## config.mk

```make
export PLATFORM = sky130hd
export DESIGN_NAME = div_result_buffer
export DESIGN_NICKNAME = d
export VERILOG_FILES = /design/src/rtl/div_result_buffer.sv
export SDC_FILE = /design/constraint.sdc
export NUM_CORES = 1
export LEC_CHECK = 0
export CAP_MARGIN = 20
export CORE_MARGIN = 2
export CORE_UTILIZATION = 30
export DETAILED_ROUTE_END_ITERATION = 7
export GPL_TIMING_DRIVEN = 1
export PLACE_DENSITY = 0.47
export SLEW_MARGIN = 20
export SYNTH_ARGS = -nofsm -noshare
export SYNTH_HDL_FRONTEND = slang
export SYNTH_SLANG_ARGS = --single-unit
```

## constraint.sdc

```tcl
create_clock -name clk_i -period 5.85 [get_ports clk_i]
set_input_delay 1.17 -clock clk_i [delete_from_list [all_inputs] [get_ports clk_i]]
set_output_delay 1.17 -clock clk_i [all_outputs]
set_load 0.03 [all_outputs]
```

## src/rtl/div_result_buffer.sv

```systemverilog
// Reorder-free result buffer behind a pipelined divider: credit-based issue control
// plus a first-word fall-through circular store with a sticky overflow flag.
module div_result_buffer #(
    parameter int N     = 20,
    parameter int M     = 20,
    parameter int DEPTH = 8
) (
    input  logic                     clk_i,
    input  logic                     rst_n_i,
    input  logic                     issue_i,
    output logic                     credit_o,
    input  logic                     valid_i,
    input  logic [N-1:0]             quotient_i,
    input  logic [M-1:0]             remainder_i,
    output logic                     valid_o,
    input  logic                     ready_i,
    output logic [N-1:0]             quotient_o,
    output logic [M-1:0]             remainder_o,
    output logic [$clog2(DEPTH):0]   count_o,
    output logic                     overflow_o
);

    localparam int AW = $clog2(DEPTH);
    localparam int CW = AW + 1;
    localparam logic [CW-1:0] FULL = CW'(DEPTH);

    logic [CW-1:0]    outstanding_q, outstanding_d;
    logic [CW-1:0]    count_q, count_d;
    logic [AW-1:0]    wr_ptr_q, wr_ptr_d;
    logic [AW-1:0]    rd_ptr_q, rd_ptr_d;
    logic             overflow_q, overflow_d;
    logic [N+M-1:0]   mem_q [DEPTH];

    logic             pop;
    logic             push;
    logic             issue_ok;

    assign credit_o   = (outstanding_q < FULL);
    assign valid_o    = (count_q != '0);
    assign count_o    = count_q;
    assign overflow_o = overflow_q;
    assign {quotient_o, remainder_o} = mem_q[rd_ptr_q];

    always_comb begin
        pop      = valid_o & ready_i;
        issue_ok = issue_i & credit_o;
        // A pop in the same cycle frees the slot the incoming result needs.
        push     = valid_i & ((count_q != FULL) | pop);

        outstanding_d = outstanding_q;
        if (issue_ok && !pop) begin
            outstanding_d = outstanding_q + CW'(1);
        end else if (pop && !issue_ok) begin
            outstanding_d = outstanding_q - CW'(1);
        end

        count_d = count_q;
        if (push && !pop) begin
            count_d = count_q + CW'(1);
        end else if (pop && !push) begin
            count_d = count_q - CW'(1);
        end

        wr_ptr_d   = push ? wr_ptr_q + AW'(1) : wr_ptr_q;
        rd_ptr_d   = pop  ? rd_ptr_q + AW'(1) : rd_ptr_q;
        overflow_d = overflow_q | (valid_i & ~push) | (issue_i & ~credit_o);
    end

    always_ff @(posedge clk_i or negedge rst_n_i) begin
        if (!rst_n_i) begin
            outstanding_q <= '0;
            count_q       <= '0;
            wr_ptr_q      <= '0;
            rd_ptr_q      <= '0;
            overflow_q    <= 1'b0;
        end else begin
            outstanding_q <= outstanding_d;
            count_q       <= count_d;
            wr_ptr_q      <= wr_ptr_d;
            rd_ptr_q      <= rd_ptr_d;
            overflow_q    <= overflow_d;
        end
    end

    // Storage is deliberately left out of reset; valid_o masks stale contents.
    always_ff @(posedge clk_i) begin
        if (push) begin
            mem_q[wr_ptr_q] <= {quotient_i, remainder_i};
        end
    end

endmodule

```

==> impl_metrics.toml <==
[setup_path]
cp.required_ns = 4.68
reg2reg_setup_slack_ns = 2.86
ff2ff_path_depth = 9
critPathKind = "flip-flop to output port"
rr_endpoint = "count_o[3]$_DFFE_PN0P_"
crit_path_end_kind = "output port"
r2r-start = "count_o[0]$_DFFE_PN0P_"
crit_path_start_kind = "flip-flop"
critPathMaxFanout = 51
critical_path_arrival_ns = 3.43

[clocking]
cts_tree = "yes"
cts_made_buffers = 38
postCtsHoldBufs = 0
cts_setup_buffers = 0
cts_resized = 0
clkSinkCount = 335
cts_buffer_depth = 3
clkTransAtPathRegs_ns = 0.06
htreeDepth = 2
clock_latency_ns = 0.52
cts_root_buf = "clkbuf_16"

[global_routing]
grt_start_max_net_pins = 52
grt_first_pass_wirelength_um = 42100
grt_pass1_vias = 6506
track_usage_pct = 12.3
antenna_found_initial = 4
grt_overflow = 0

[timing]
setup_viol = 0
fin_ws_ns = 1.25
clock.fmax_ghz = 0.218
hold_ws_ns = 0.493
skew_ns = 0.0167
tightest_slew_ns = 0.996
slew_headroom_pct = 33.4
final.setup.tns_ns = 0
rsz0062_at_grt = "no"
fin_crit_sh_pct = 78.6
drv_slew = 0
layout_min_cycle_time_ns = 4.60
hold_viol_final = 0

[power]
clkPwrFrac_pct = 28.5
power_density_mw_per_mm2 = 530
p_sw_uw = 2700
swShare_pct = 31.2
power.total_uw = 8640
vdd_drop_max_uv = 388
internal-power_uw = 5940
p_seq_share_pct = 39.0
p_comb_share_pct = 32.5
p_leak_uw = 0.00536

[route]
wirelength_um = 28400
first_iter_violations = 349
drc = 0
drt_first_pass_iters = 5
ant_nets = 0
wl_per_cell_um = 21.9
post_drt_via_cell_ratio = 4.67
vias = 6064

[synthesis]
yosys.area_share.xor_xnor_pct = 0.527
syn-num-nets = 613
yosysSeqAreaShare_pct = 75.1
avgSynthCellArea_um2 = 23.8
yosys.area_share.simple_pct = 1.42
synthAdderAreaFrac_pct = 1.05
ys_warn_count = 0
synth_top_family_by_area = "multiplexers"
synthCells = 558
synth-edff-count = 320
synth.distinct_cells = 32
synthArstFlopShare_pct = 4.48
ys_ff_latch = 335
synth-compound-area-share_pct = 0.875
synth_mux_area_share_pct = 19.7
synthesis.area_mm2 = 0.0133
synthFlopType = "edfxtp_1"

[floorplanning]
io_pins = 92
start_util_pct = 30.3
core_area_mm2 = 0.0439
die_h_um = 214
dieArea_mm2 = 0.0460
num_rows = 77
die_w_um = 214

[place]
dpl.hpwl_um = 15600
io_buffers = 91
gp_congestion = 0.660
pre_cts_slack_ns = 1.74

[cells_and_area]
area_delta_synth_final_pct = 22.7
fill_cells = 4025
fin_nets = 732
antennaDiodeCount = 0
drive_gt1_share_pct = 18.2

[min_path]
min_to = "overflow_o$_DFF_PN0_"
hold_path_class = "flip-flop to flip-flop"
hold_path_depth = 1
worstHoldStart = "overflow_o$_DFF_PN0_"

[run_status]
outcome = "complete, no violations"

[run]
drv_cap = 0
==> worst max path at each step <==
stage                                  from  cells past startpoint  slack [ns]                     to
floorplan                           ready_i                      3        0.04  mem_q[0][0]$_DFFE_PP_
detailed placement  rd_ptr_q[0]$_DFFE_PN0P_                      4        1.74         remainder_o[1]
finish              rd_ptr_q[0]$_DFFE_PN0P_                      4        1.25         remainder_o[7]
CTS                 rd_ptr_q[0]$_DFFE_PN0P_                      4        1.16         remainder_o[1]
global placement    rd_ptr_q[0]$_DFFE_PN0P_                      4        1.76         remainder_o[8]
global route        rd_ptr_q[0]$_DFFE_PN0P_                      4        1.11         remainder_o[1]
==> area by class of cell <==
type	instances	area [um^2]	share of cell area, %
inverter	4	15.0	0.0921
timing repair buffer	104	1060	6.51
clock inverter	20	263	1.61
clock buffer	50	1060	6.50
multi-input combinational	194	3180	19.5
sequential	335	9990	61.3
tap	592	741	4.54
==> flip-flops by register name, indices dropped and copies added, names as in the netlist <==
register	count
mem_q	320
count_o	4
rd_ptr_q	3
outstanding_q	4
overflow_o	1
wr_ptr_q	3
==> cell usage after synthesis (all sizes together), types with 2 or more instances <==
| cell | number | area share, % |
|---|---|---|
| a2111o | 2 | 0.17 |
| a21oi | 4 | 0.15 |
| buf | 15 | 0.93 |
| clkbuf | 10 | 0.29 |
| dfrtp | 15 | 2.8 |
| edfxtp | 320 | 72 |
| fa | 2 | 0.30 |
| ha | 8 | 0.75 |
| inv | 4 | 0.11 |
| mux2 | 44 | 3.7 |
| mux2i | 2 | 0.15 |
| mux4 | 80 | 16 |
| nand2 | 6 | 0.17 |
| nand2b | 3 | 0.14 |
| nand3 | 5 | 0.19 |
| nand3b | 2 | 0.11 |
| nor2 | 4 | 0.11 |
| nor3 | 6 | 0.23 |
| o211ai | 6 | 0.34 |
| o21ai | 3 | 0.14 |
| or3 | 3 | 0.18 |
| or4 | 3 | 0.20 |
| xnor2 | 8 | 0.53 |
==> layout by cell type, fill, tap and decap left out, types with 3 or more instances in the layout <==
cell / synthesis / routed
a21oi_1: 4 / 4
buf_4: 0 / 10
bufinv_16: 0 / 6
clkbuf_1: 9 / 9
clkbuf_16: 0 / 41
clkdlybuf4s50_1: 0 / 91
clkinv_1: 0 / 4
clkinv_2: 0 / 4
clkinvlp_4: 0 / 4
dfrtp_1: 15 / 12
edfxtp_1: 320 / 320
ha_1: 8 / 8
inv_1: 4 / 4
mux2_2: 44 / 44
mux4_1: 79 / 79
nand2_1: 6 / 6
nand2b_1: 3 / 3
nand3_1: 5 / 5
nor2_4: 0 / 3
nor3_2: 0 / 4
o211ai_1: 6 / 6
xnor2_1: 8 / 8
==> through the flow <==
stage | cell area (um^2) | cells | utilization, %
2_1_floorplan | 13300 | 558 | -
3_3_place_gp | 14900 | 1227 | 34.0
3_5_place_dp | 15000 | 1228 | 34.1
4_1_cts | 16300 | 1298 | 37.1
5_1_grt | 16300 | 1299 | 37.1
6_report | 16300 | 1299 | 37.1
==> power by group through the flow <==
stage	logic [uW]	clock network [uW]	registers [uW]
finish	2810	2460	3370
global route	3010	2630	3420
global placement	2770	0	3460
detailed placement	2870	0	3440
floorplan	1990	0	3210
CTS	2880	2540	3390
==> worst max-delay path, cell delays in order, from the launching register on <==
cell	delay [ns]
dfrtp_4	1.06
buf_12	0.32
mux4_1	0.57
mux2_2	0.29
clkdlybuf4s50_1	0.61
==> layer usage <==
layer / global-route usage (%) / vias up / wire length [um]
met5: 0 / - / 60
met4: 2.99 / 8 / 456
met1: 15.4 / 3215 / 12100
met3: 3.50 / 44 / 1510
li1: - / 2686 / -
met2: 21.1 / 111 / 14300
==> logic make-up after synthesis <==
logic type                 count (synthesis)
buffers and inverters                     29
DFF                                      335
adders and majority gates                 10
and+or+nand+nor                           34
xor gates and xnor gates                   8
AOI/OAI and AO/OA                         16
muxes                                    126
(Power assumes the default switching activity.)
